### src/rtl/control_unit_pkg.sv
// Shared definitions for the cs147sec05 control unit: opcodes, functs, ALU codes,
// FSM state encodings and CTRL bit indices. Optional trap build: CU_ILLEGAL_TRAP_EN.
package control_unit_pkg;

  typedef logic [2:0] state_t;
  typedef logic [3:0] alu_op_t;
  typedef logic [5:0] opcode_t;

  localparam int unsigned CTRL_W = 32;

  // Opcodes
  localparam opcode_t OP_RTYPE = 6'h00;
  localparam opcode_t OP_ADDI  = 6'h08;
  localparam opcode_t OP_MULI  = 6'h1d;
  localparam opcode_t OP_ANDI  = 6'h0c;
  localparam opcode_t OP_ORI   = 6'h0d;
  localparam opcode_t OP_LUI   = 6'h0f;
  localparam opcode_t OP_SLTI  = 6'h0a;
  localparam opcode_t OP_BEQ   = 6'h04;
  localparam opcode_t OP_BNE   = 6'h05;
  localparam opcode_t OP_LW    = 6'h23;
  localparam opcode_t OP_SW    = 6'h2b;
  localparam opcode_t OP_JMP   = 6'h02;
  localparam opcode_t OP_JAL   = 6'h03;
  localparam opcode_t OP_PUSH  = 6'h1b;
  localparam opcode_t OP_POP   = 6'h1c;

  // R-type functs
  localparam logic [5:0] FN_ADD = 6'h20;
  localparam logic [5:0] FN_SUB = 6'h22;
  localparam logic [5:0] FN_MUL = 6'h2c;
  localparam logic [5:0] FN_AND = 6'h24;
  localparam logic [5:0] FN_OR  = 6'h25;
  localparam logic [5:0] FN_NOR = 6'h27;
  localparam logic [5:0] FN_SLT = 6'h2a;
  localparam logic [5:0] FN_SLL = 6'h01;
  localparam logic [5:0] FN_SRL = 6'h02;
  localparam logic [5:0] FN_JR  = 6'h08;

  localparam alu_op_t ALU_NONE = 4'd0;
  localparam alu_op_t ALU_ADD  = 4'd1;
  localparam alu_op_t ALU_SUB  = 4'd2;
  localparam alu_op_t ALU_MUL  = 4'd3;
  localparam alu_op_t ALU_SHR  = 4'd4;
  localparam alu_op_t ALU_SHL  = 4'd5;
  localparam alu_op_t ALU_AND  = 4'd6;
  localparam alu_op_t ALU_OR   = 4'd7;
  localparam alu_op_t ALU_NOR  = 4'd8;
  localparam alu_op_t ALU_SLT  = 4'd9;

  localparam state_t ST_FETCH  = 3'd0;
  localparam state_t ST_DECODE = 3'd1;
  localparam state_t ST_EXE    = 3'd2;
  localparam state_t ST_MEM    = 3'd3;
  localparam state_t ST_WB     = 3'd4;
  localparam state_t ST_HALT   = 3'd5;

  // CTRL bit indices
  localparam int unsigned CB_PC_LOAD   = 0;
  localparam int unsigned CB_PC_SEL_1  = 1;
  localparam int unsigned CB_PC_SEL_2  = 2;
  localparam int unsigned CB_PC_SEL_3  = 3;
  localparam int unsigned CB_IR_LOAD   = 4;
  localparam int unsigned CB_MEM_R     = 5;
  localparam int unsigned CB_MEM_W     = 6;
  localparam int unsigned CB_R1_SEL_1  = 7;
  localparam int unsigned CB_REG_R     = 8;
  localparam int unsigned CB_REG_W     = 9;
  localparam int unsigned CB_WA_SEL_1  = 10;
  localparam int unsigned CB_WA_SEL_2  = 11;
  localparam int unsigned CB_WA_SEL_3  = 12;
  localparam int unsigned CB_WD_SEL_1  = 13;
  localparam int unsigned CB_WD_SEL_2  = 14;
  localparam int unsigned CB_WD_SEL_3  = 15;
  localparam int unsigned CB_SP_LOAD   = 16;
  localparam int unsigned CB_OP1_SEL_1 = 17;
  localparam int unsigned CB_OP2_SEL_1 = 18;
  localparam int unsigned CB_OP2_SEL_2 = 19;
  localparam int unsigned CB_OP2_SEL_3 = 20;
  localparam int unsigned CB_OP2_SEL_4 = 21;
  localparam int unsigned CB_ALU_LSB   = 22;
  localparam int unsigned CB_ALU_MSB   = 25;
  localparam int unsigned CB_MA_SEL_1  = 26;
  localparam int unsigned CB_MA_SEL_2  = 27;
  localparam int unsigned CB_MD_SEL_1  = 28;

  // ALU operation for an arithmetic/logic R-type funct; ALU_NONE for jr or unknown.
  function automatic alu_op_t funct_to_alu(input logic [5:0] fn);
    alu_op_t op;
    case (fn)
      FN_ADD:  op = ALU_ADD;
      FN_SUB:  op = ALU_SUB;
      FN_MUL:  op = ALU_MUL;
      FN_AND:  op = ALU_AND;
      FN_OR:   op = ALU_OR;
      FN_NOR:  op = ALU_NOR;
      FN_SLT:  op = ALU_SLT;
      FN_SLL:  op = ALU_SHL;
      FN_SRL:  op = ALU_SHR;
      default: op = ALU_NONE;
    endcase
    return op;
  endfunction

  function automatic logic is_legal(input opcode_t op, input logic [5:0] fn);
    logic ok;
    case (op)
      OP_RTYPE: ok = (fn == FN_JR) || (funct_to_alu(fn) != ALU_NONE);
      OP_ADDI, OP_MULI, OP_ANDI, OP_ORI, OP_LUI, OP_SLTI, OP_BEQ, OP_BNE,
      OP_LW, OP_SW, OP_JMP, OP_JAL, OP_PUSH, OP_POP: ok = 1'b1;
      default: ok = 1'b0;
    endcase
    return ok;
  endfunction

endpackage

### src/rtl/ctrl_decode.sv
// Combinational CTRL word decode from FSM state, opcode, funct and the captured
// zero flag. Unknown instructions decode as a NOP (PC+1 only).
module ctrl_decode
  import control_unit_pkg::*;
(
  input  state_t      i_state,
  input  opcode_t     i_opcode,
  input  logic [5:0]  i_funct,
  input  logic        i_zero_q,
  output logic [31:0] o_ctrl
);

  alu_op_t     w_alu;
  logic [31:0] w_opnd;
  logic [31:0] w_mem;
  logic [31:0] w_wb;

  // Operand selects and ALU op, held from EXE through WB.
  always_comb begin
    w_alu  = ALU_NONE;
    w_opnd = '0;
    case (i_opcode)
      OP_RTYPE: begin
        w_alu = funct_to_alu(i_funct);
        if (i_funct == FN_SLL || i_funct == FN_SRL) begin
          w_opnd[CB_OP2_SEL_3] = 1'b1;
          w_opnd[CB_OP2_SEL_1] = 1'b1;
        end else if (w_alu != ALU_NONE) begin
          w_opnd[CB_OP2_SEL_4] = 1'b1;
        end
      end
      OP_ADDI, OP_LW, OP_SW: begin
        w_alu = ALU_ADD;
        w_opnd[CB_OP2_SEL_2] = 1'b1;
      end
      OP_SLTI: begin
        w_alu = ALU_SLT;
        w_opnd[CB_OP2_SEL_2] = 1'b1;
      end
      OP_MULI: begin
        w_alu = ALU_MUL;
        w_opnd[CB_OP2_SEL_2] = 1'b1;
      end
      OP_ANDI: w_alu = ALU_AND;
      OP_ORI:  w_alu = ALU_OR;
      OP_BEQ, OP_BNE: begin
        w_alu = ALU_SUB;
        w_opnd[CB_OP2_SEL_4] = 1'b1;
      end
      OP_PUSH, OP_POP: begin
        w_alu = (i_opcode == OP_PUSH) ? ALU_SUB : ALU_ADD;
        w_opnd[CB_OP1_SEL_1] = 1'b1;
        w_opnd[CB_OP2_SEL_3] = 1'b1;
      end
      default: ;
    endcase
    w_opnd[CB_ALU_MSB:CB_ALU_LSB] = w_alu;
  end

  always_comb begin
    w_mem = '0;
    case (i_opcode)
      OP_LW, OP_POP: w_mem[CB_MEM_R] = 1'b1;
      OP_SW:         w_mem[CB_MEM_W] = 1'b1;
      OP_PUSH: begin
        w_mem[CB_MEM_W]    = 1'b1;
        w_mem[CB_MA_SEL_1] = 1'b1;
        w_mem[CB_MD_SEL_1] = 1'b1;
        w_mem[CB_R1_SEL_1] = 1'b1;
      end
      default: ;
    endcase
  end

  // PC defaults to PC+1; each opcode only overrides what differs from that.
  always_comb begin
    w_wb = '0;
    w_wb[CB_PC_LOAD]  = 1'b1;
    w_wb[CB_PC_SEL_1] = 1'b1;
    w_wb[CB_PC_SEL_3] = 1'b1;
    case (i_opcode)
      OP_RTYPE: begin
        if (i_funct == FN_JR) begin
          w_wb[CB_PC_SEL_1] = 1'b0;
        end else if (w_alu != ALU_NONE) begin
          w_wb[CB_REG_W]    = 1'b1;
          w_wb[CB_WA_SEL_3] = 1'b1;
          w_wb[CB_WD_SEL_3] = 1'b1;
        end
      end
      OP_ADDI, OP_SLTI, OP_MULI, OP_ANDI, OP_ORI, OP_LUI, OP_LW: begin
        w_wb[CB_REG_W]    = 1'b1;
        w_wb[CB_WA_SEL_1] = 1'b1;
        w_wb[CB_WA_SEL_3] = 1'b1;
        w_wb[CB_WD_SEL_3] = 1'b1;
        w_wb[CB_WD_SEL_2] = (i_opcode == OP_LUI);
        w_wb[CB_WD_SEL_1] = (i_opcode == OP_LW);
      end
      OP_BEQ: w_wb[CB_PC_SEL_2] = i_zero_q;
      OP_BNE: w_wb[CB_PC_SEL_2] = ~i_zero_q;
      OP_JMP: w_wb[CB_PC_SEL_3] = 1'b0;
      OP_JAL: begin
        w_wb[CB_PC_SEL_3] = 1'b0;
        w_wb[CB_REG_W]    = 1'b1;
        w_wb[CB_WA_SEL_2] = 1'b1;
      end
      OP_PUSH: w_wb[CB_SP_LOAD] = 1'b1;
      OP_POP: begin
        w_wb[CB_SP_LOAD]  = 1'b1;
        w_wb[CB_REG_W]    = 1'b1;
        w_wb[CB_WD_SEL_3] = 1'b1;
        w_wb[CB_WD_SEL_1] = 1'b1;
      end
      default: ;
    endcase
  end

  always_comb begin
    o_ctrl = '0;
    case (i_state)
      ST_FETCH: begin
        o_ctrl[CB_MEM_R]    = 1'b1;
        o_ctrl[CB_MA_SEL_2] = 1'b1;
      end
      ST_DECODE: begin
        o_ctrl[CB_MEM_R]    = 1'b1;
        o_ctrl[CB_MA_SEL_2] = 1'b1;
        o_ctrl[CB_IR_LOAD]  = 1'b1;
        o_ctrl[CB_REG_R]    = 1'b1;
      end
      ST_EXE: begin
        o_ctrl = w_opnd;
        o_ctrl[CB_REG_R] = 1'b1;
      end
      ST_MEM: begin
        o_ctrl = w_opnd | w_mem;
        o_ctrl[CB_REG_R] = 1'b1;
      end
      ST_WB: begin
        o_ctrl = w_opnd | w_wb;
        o_ctrl[CB_REG_R] = 1'b1;
      end
      default: ;
    endcase
  end

endmodule

### src/rtl/control_unit.sv
// cs147sec05 control sequencer: five-state FSM plus zero-flag capture driving the
// 32-bit CTRL word. Define CU_ILLEGAL_TRAP_EN to halt on unknown instructions.
module control_unit
  import control_unit_pkg::*;
(
  input  logic        CLK,
  input  logic        RST,
  input  logic [31:0] INSTRUCTION,
  input  logic        ZERO,
  output logic [31:0] CTRL,
  output logic        HALTED
);

  state_t      r_state;
  state_t      w_next;
  logic        r_zero_q;
  logic [31:0] w_ctrl;
  opcode_t     w_opcode;
  logic [5:0]  w_funct;
  logic        w_unused;

  assign w_opcode = INSTRUCTION[31:26];
  assign w_funct  = INSTRUCTION[5:0];
  assign w_unused = ^INSTRUCTION[25:6];

  always_comb begin
    w_next = ST_FETCH;
    case (r_state)
      ST_FETCH:  w_next = ST_DECODE;
      ST_DECODE: w_next = ST_EXE;
`ifdef CU_ILLEGAL_TRAP_EN
      ST_EXE:    w_next = is_legal(w_opcode, w_funct) ? ST_MEM : ST_HALT;
      ST_HALT:   w_next = ST_HALT;
`else
      ST_EXE:    w_next = ST_MEM;
`endif
      ST_MEM:    w_next = ST_WB;
      default:   w_next = ST_FETCH;
    endcase
  end

  always_ff @(posedge CLK) begin
    if (!RST) begin
      r_state  <= ST_FETCH;
      r_zero_q <= 1'b0;
    end else begin
      r_state <= w_next;
      if (r_state == ST_EXE)
        r_zero_q <= ZERO;
    end
  end

  ctrl_decode u_ctrl_decode (
    .i_state  (r_state),
    .i_opcode (w_opcode),
    .i_funct  (w_funct),
    .i_zero_q (r_zero_q),
    .o_ctrl   (w_ctrl)
  );

  // Masking with RST keeps every strobe low while reset is held, even mid-instruction.
  assign CTRL = RST ? w_ctrl : '0;

`ifdef CU_ILLEGAL_TRAP_EN
  assign HALTED = (r_state == ST_HALT);
`else
  assign HALTED = 1'b0;
`endif

endmodule

### config.mk
export PLATFORM = sky130hd
export DESIGN_NAME = control_unit
export DESIGN_NICKNAME = d
export VERILOG_FILES = /design/src/rtl/control_unit_pkg.sv /design/src/rtl/ctrl_decode.sv /design/src/rtl/control_unit.sv
export SDC_FILE = /design/constraint.sdc
export NUM_CORES = 1
export LEC_CHECK = 0
export ABC_AREA = 0
export CAP_MARGIN = 20
export CORE_MARGIN = 5
export CORE_UTILIZATION = 37
export CTS_BUF_LIST = sky130_fd_sc_hd__clkbuf_4
export CTS_CLUSTER_DIAMETER = 50
export CTS_CLUSTER_SIZE = 10
export DETAILED_ROUTE_END_ITERATION = 7
export PLACE_DENSITY_LB_ADDON = 0.3
export SYNTH_ARGS = -nofsm -noshare
export SYNTH_HDL_FRONTEND = slang
export SYNTH_SLANG_ARGS = --single-unit
export TNS_END_PERCENT = 5
### constraint.sdc
create_clock -name CLK -period 2.4 [get_ports CLK]
set_clock_uncertainty 0.1 [all_clocks]
set_input_delay 0.36 -clock CLK [delete_from_list [all_inputs] [get_ports CLK]]
set_output_delay 0.36 -clock CLK [all_outputs]
set_load 0.05 [all_outputs]
==> reports/results.txt, run 1 <==
Cells after synthesis = 156
Core area = 0.002686 mm2
CTS H-tree lvls = 1
Final Core Density = 79.18%
CTS tree = built
Total Power = 0.4563 mW
Global-route usage over all layers = 19.58%
Routability Congestion = 0.8681
Diodes inserted = 0
Critical path peak fanout = 7
Clock Pin Slew Worst Setup and Hold Paths = 0.04 ns
Power Density = 214.5 mW/mm2
Initial antenna violation count = 0
Post-Place Setup Slack = -0.3879 ns
Netlist cell types = 51
WP data required = 1.94 ns
Period utilisation layout = 102.3%
Sink Count = 4
Number of synthesized flops with an enable pin = 0
Top FF cell, synth = dfxtp_1
VDD IR-drop max = 0.5004 mV
Final Hold Violating Endpoints = 0
Top cells by area, synth = dfxtp_1 (8.0%), nor2_1 (7.1%), nand2_1 (4.1%), nand3_1 (4.0%), nor3_1 (4.0%)
Max-slew violation count = 0
Initial DRT Pass Iterations = 4
Arrival @ worst endpoint = 1.99 ns
Placed Area = 0.001988 mm2
Area delta synth->final = 111.2%
# port buffers = 43
RSZ-0062 raised after global routing = true
Clock root buffer = clkbuf_4
Gr ovfl total = 0
CTS Buf Count = 3
Setup CP Type = input pin to output pin
Fillers = 184
Final WS setup = -0.05433 ns
CTS Hold Bufs = 0
Routed WL = 4.188 mm
Vias per cell = 5.582
CP Launch Type = input pin
Post-synthesis sequential area ratio = 7.950%
Layout cells sized above 1 = 47.84%
Ys async rst share = 0%
Final number of setup-violating endpoints = 4
Rows = 19
DRC Markers = 0
YS warnings = 0
Worst Hold Class = input pin to flop
Die height = 62.18 um
I/O pin count = 68
Final HPWL DP = 3.062 mm
Max-Cap Viols = 0
Status = complete, but fails checks
Minimum clock period = 2.454 ns
Routed vias = 1468
First-pass GRT wire length = 6.672 mm
Cell area after layout = 0.002127 mm2
Fin nets = 269
Initial Utilization = 37.49%
Largest net degree at the start of global routing = 15
Top-area cell type share of the netlist area = 7.950%
Wire per inst = 15.92 um
Fmax = 407.4 MHz
CP Capture Type = output pin
Initial drt markers = 83
Synth Register Bits = 4
Synth area leader = dfxtp_1
Die width = 62.18 um
Clock buffer depth = 2
Synthesized area = 0.001007 mm2
Leak = 0.9383 nW
ANT nets after route = 0
Worst-Skew Late Latency = 0.24 ns
Violated checks = negative setup slack
Synth Area per Inst = 6.457 um2
Vias in the first global route = 1499
Die Footprint = 0.003866 mm2
## flip-flops by register name, indices dropped and copies added, names as in the netlist
| register | cells |
|---|---|
| r_state | 3 |
| r_zero_q | 1 |
## cell usage in the layout (no fill, tap or decap), types with 3 or more instances in the layout
master / count
nor2_1: 17
a31oi_1: 4
nor3_1: 4
nand3_1: 7
conb_1: 4
buf_6: 6
nor4_1: 3
nand2b_1: 6
buf_4: 42
a21oi_1: 3
buf_12: 28
o22ai_1: 4
nand3b_1: 3
xnor2_1: 4
inv_1: 8
o21ai_0: 4
nand2_1: 9
nor3_2: 4
dlygate4sd2_1: 3
clkbuf_2: 3
clkbuf_4: 3
xor2_1: 3
dfxtp_1: 4
## final timing paths
path | from | end | slack [ns] | depth (start not counted)
max | INSTRUCTION[26] | CTRL[22] | -0.05 | 8
min | RST | r_zero_q | 0.41 | 2
min reg2reg | r_state[0] | r_state[0] | 0.44 | 1
max reg2reg | r_state[1] | r_state[2] | 1.25 | 2
## what timing repair did
item / 4_1_cts / 5_1_grt
buffers inserted: 2 / 1
gates cloned: 0 / 1
pin swaps: 20 / 13
gates resized for setup: 37 / 17
setup endpoints to repair: 20 / 19
## where the power goes
group / switching [mW] / internal [mW]
logic: 0.158 / 0.132
registers: 0.00908 / 0.0721
clock network: 0.0298 / 0.0561
## cell type report
| cell class | count | area (um2) | area share (%) |
|---|---|---|---|
| multi-input combinational | 127 | 902.1 | 42.41 |
| tap | 31 | 38.79 | 1.824 |
| clock buffer | 3 | 22.52 | 1.059 |
| inverter | 9 | 33.78 | 1.588 |
| sequential | 4 | 80.08 | 3.765 |
| timing repair buffer | 89 | 1050 | 49.35 |
## routing by layer
layer	vias to the layer above	GRT usage, %	wire, um
li1	699	-	-
met1	692	22.74	1587
met2	71	37.18	2305
met3	6	3.063	273
met4	0	3.523	21
met5	-	0	0
## Yosys cell counts (3+ instances only)
cell type  number
nor2_1         19
nand2_1        11
inv_1           8
nand3_1         8
nor3_1          8
clkbuf_1        6
nand2b_1        6
a21oi_1         5
a31oi_1         5
buf_2           5
buf_4           5
o22ai_1         5
dfxtp_1         4
o21ai_0         4
xnor2_1         4
nand3b_1        3
nor4_1          3
xor2_1          3
## worst max-delay path, cell delays in order
cell and delay [ns]:
clkdlybuf4s15_1 0.19, or4_4 0.45, nor4_4 0.16, buf_6 0.17, nand4_1 0.15, a31oi_1 0.22, buf_4 0.16, buf_12 0.12
## logic make-up after synthesis
family / count (synthesis) / synth area share [%]
muxes: 2 / 1.988
and+or+nand+nor: 81 / 47.45
DFF: 4 / 7.951
other: 1 / 0.3723
buffers and inverters: 28 / 13.66
xor gates and xnor gates: 7 / 6.087
AOI/OAI and AO/OA: 33 / 22.48
## per-stage QoR
stage | instances | hold slack [ns] | setup TNS [ns]
2_1_floorplan | 159 | 0.3882 | -2.283
3_3_place_gp | 256 | 0.3923 | -3.073
3_5_place_dp | 256 | 0.4301 | -3.877
4_1_cts | 261 | 0.4382 | -0.5130
5_1_grt | 263 | 0.4452 | -0.5659
6_report | 263 | 0.4133 | -0.1294
No activity file was read; power rests on OpenSTA's default activity.
==> run 2, diff against run 1 <==
--- a/config.mk
+++ b/config.mk
@@ -14,6 +14,7 @@
 export CTS_CLUSTER_SIZE = 10
 export DETAILED_ROUTE_END_ITERATION = 7
 export PLACE_DENSITY_LB_ADDON = 0.3
+export SLEW_MARGIN = 20
 export SYNTH_ARGS = -nofsm -noshare
 export SYNTH_HDL_FRONTEND = slang
 export SYNTH_SLANG_ARGS = --single-unit
==> results of run 2 <==
The final DEF is identical to that of run 1; final timing and power are the same.
==> run 3, diff against run 2 <==
==> constraint.sdc (replaced) <==
create_clock -name CLK -period 2.4 [get_ports CLK]
set_clock_uncertainty 0.1 [all_clocks]
set_input_delay 0.48 -clock CLK [delete_from_list [all_inputs] [get_ports CLK]]
set_output_delay 0.48 -clock CLK [all_outputs]
set_load 0.05 [all_outputs]
==> run 3 against run 2 <==
Effect of this change: first-iteration DRC count down 24%; setup slack worse by 0.25 ns; critical path depth unchanged; the flow still finishes with violations (negative setup slack); flip-flop and latch count unchanged; via count up 4.2%; hold slack better by 0.048 ns; sequential share of layout area down 0.23 points; power up 5.5%; core utilization up 5.3 points; die area unchanged; critical endpoint is now CTRL[9].
==> reports/results.txt, run 3 (same netlist as run 1, synthesis figures left out) <==
Status = complete, but fails checks (unchanged)
Violated checks = negative setup slack (unchanged)
Reg2Reg Depth = 4 (was 2)
Setup TNS = -2.637 ns (was -0.1294 ns)
CTS H-tree lvls = 1 (unchanged)
Minimum clock period = 2.703 ns (was 2.454 ns)
VDD IR-drop max = 0.4269 mV (was 0.5004 mV)
Fmax = 369.9 MHz (was 407.4 MHz)
Critical path peak fanout = 5 (was 7)
Largest Register = r_state (unchanged)
CTS Buf Count = 3 (unchanged)
Routed vias = 1530 (was 1468)
Power Density = 212.2 mW/mm2 (was 214.5 mW/mm2)
Cells along the critical path = clkdlybuf4s15_1 > xnor2_1 > and3_1 > o311ai_4 > nand3_2 > o21ai_4 > o211ai_2 > buf_12 (was clkdlybuf4s15_1 > or4_4 > nor4_4 > buf_6 > nand4_1 > a31oi_1 > buf_4 > buf_12)
Commonest non-fill, non-tap cell in the layout = buf_4 (unchanged)
Initial antenna violation count = 0 (unchanged)
Clock buffer depth = 2 (unchanged)
Vias in the first global route = 1591 (was 1499)
Final HPWL DP = 3.238 mm (was 3.062 mm)
Worst Hold Class = flop to flop (was input pin to flop)
Rows = 19 (unchanged)
CTS tree = built (unchanged)
Worst hold slack = 0.4612 ns (was 0.4133 ns)
Worst-Skew Late Latency = 0.24 ns (about the same)
Global-route usage over all layers = 22.83% (was 19.58%)
Final Non-Filler Cells = 274 (was 263)
Reg-to-reg startpoint = r_state[0] (was r_state[1])
Gr ovfl total = 0 (unchanged)
Period utilisation layout = 112.6% (was 102.3%)
Max-Cap Viols = 0 (unchanged)
Layout cells sized above 1 = 54.73% (was 47.84%)
Placed Area = 0.002071 mm2 (was 0.001988 mm2)
Largest net degree at the start of global routing = 15 (unchanged)
Crit path max-delay family = compound AO/OA/AOI/OAI gates (was simple AND/OR/NAND/NOR gates)
Slowest CP cell = o311ai_4 (was or4_4)
Hold path start = r_state[0] (was RST)
Wire per inst = 16.23 um (was 15.92 um)
Sink Count = 4 (unchanged)
Placed cell count = 265 (was 256)
Final Hold Violating Endpoints = 0 (unchanged)
WHS Endpoint = r_state[0] (was r_zero_q)
WP data required = 1.82 ns (was 1.94 ns)
Biggest registers after layout = r_state x3, r_zero_q x1 (unchanged)
Largest register FFs = 3 (unchanged)
CTS Hold Bufs = 0 (unchanged)
Final WS setup = -0.3035 ns (was -0.05433 ns)
# port buffers = 43 (unchanged)
Clock root buffer = clkbuf_4 (unchanged)
Fin nets = 280 (was 269)
Initial DRT Pass Iterations = 4 (unchanged)
DRC Markers = 0 (unchanged)
CP Capture Type = output pin (unchanged)
I/O pin count = 68 (unchanged)
Final number of setup-violating endpoints = 20 (was 4)
Worst path bufs/invs = 2 (was 4)
Area delta synth->final = 125.2% (was 111.2%)
Core area = 0.002686 mm2 (unchanged)
ANT nets after route = 0 (unchanged)
First-pass GRT wire length = 7.527 mm (was 6.672 mm)
Routability Congestion = 0.8681 (unchanged)
Die height = 62.18 um (unchanged)
Arrival @ worst endpoint = 2.12 ns (was 1.99 ns)
Hold path cells = 1 (was 2)
Cell area after layout = 0.002268 mm2 (was 0.002127 mm2)
Initial Utilization = 37.49% (unchanged)
R2R Setup Slk = 1.31 ns (was 1.25 ns)
Routed WL = 4.447 mm (was 4.188 mm)
Worst path max stage delay = 0.33 ns (was 0.45 ns)
Max-slew violation count = 0 (unchanged)
Diodes inserted = 0 (unchanged)
Die width = 62.18 um (unchanged)
Clock Pin Slew Worst Setup and Hold Paths = 0.04 ns (about the same)
RSZ-0062 raised after global routing = true (unchanged)
Initial drt markers = 63 (was 83)
Die Footprint = 0.003866 mm2 (unchanged)
RR Endpoint = r_zero_q (was r_state[2])
Leak = 0.9970 nW (was 0.9383 nW)
Most frequent cells in the layout = buf_4 (54), buf_12 (28), nor2_1 (12) (was buf_4 (42), buf_12 (28), nor2_1 (17))
CP Launch Type = input pin (unchanged)
Setup CP Type = input pin to output pin (unchanged)
Vias per cell = 5.584 (was 5.582)
==> run 3: stage by stage <==
| stage | setup slack, ns | util [%] | power, mW |
|---|---|---|---|
| finish | -0.3035 | 84.44 | 0.4814 |
| global route | -0.3393 | 84.44 | 0.5117 |
| CTS | -0.2431 | 83.14 | 0.4690 |
| detailed placement | -0.6183 | 77.08 | 0.3655 |
| global placement | -0.5670 | 77.08 | 0.3571 |
| floorplan | -0.4817 | - | 0.2319 |
==> run 3: repair_timing <==
item / 4_1_cts / 5_1_grt
buffers inserted: 5 / 0
endpoints found under the setup margin: 25 / 26
resized for setup: 55 / 12
gates cloned: 1 / 0
endpoints found under the hold margin: 0 / 0
pin swaps: 22 / 9
==> run 3: routing by layer <==
layer	vias to the layer above	global-route usage (%)	share of wire, %
li1	725	-	-
met1	722	27.22	39
met2	63	40.67	52
met3	20	3.243	5.0
met4	0	8.401	3.5
met5	-	0	0
==> run 3: worst register-to-register path, delay by kind of cell, from the launching register on <==
kind	cells	cell delay [ns]
flops	1	0.45
mux	1	0.19
simple gates	3	0.24
==> run 3: power breakdown <==
group	switching (mW)	internal (mW)
registers	0.00959	0.0721
clock network	0.0310	0.0562
logic	0.168	0.144
==> run 3: worst max-delay path by stage <==
stage,depth (start not counted),start,slack (ns),to
after floorplan,5,INSTRUCTION[31],-0.48,CTRL[25]
after global placement,7,INSTRUCTION[26],-0.57,CTRL[15]
after detailed placement,9,INSTRUCTION[26],-0.62,CTRL[15]
after CTS,7,INSTRUCTION[30],-0.24,CTRL[9]
after global routing,9,INSTRUCTION[5],-0.34,CTRL[9]
final,8,INSTRUCTION[5],-0.30,CTRL[9]
==> run 3: final cells by class <==
class / instances / area (um2)
clock buffer: 3 / 22.52
inverter: 9 / 33.78
timing repair buffer: 100 / 1130
multi-input combinational: 127 / 963.4
sequential: 4 / 80.08
fill: 144 / 417.9
tap: 31 / 38.79
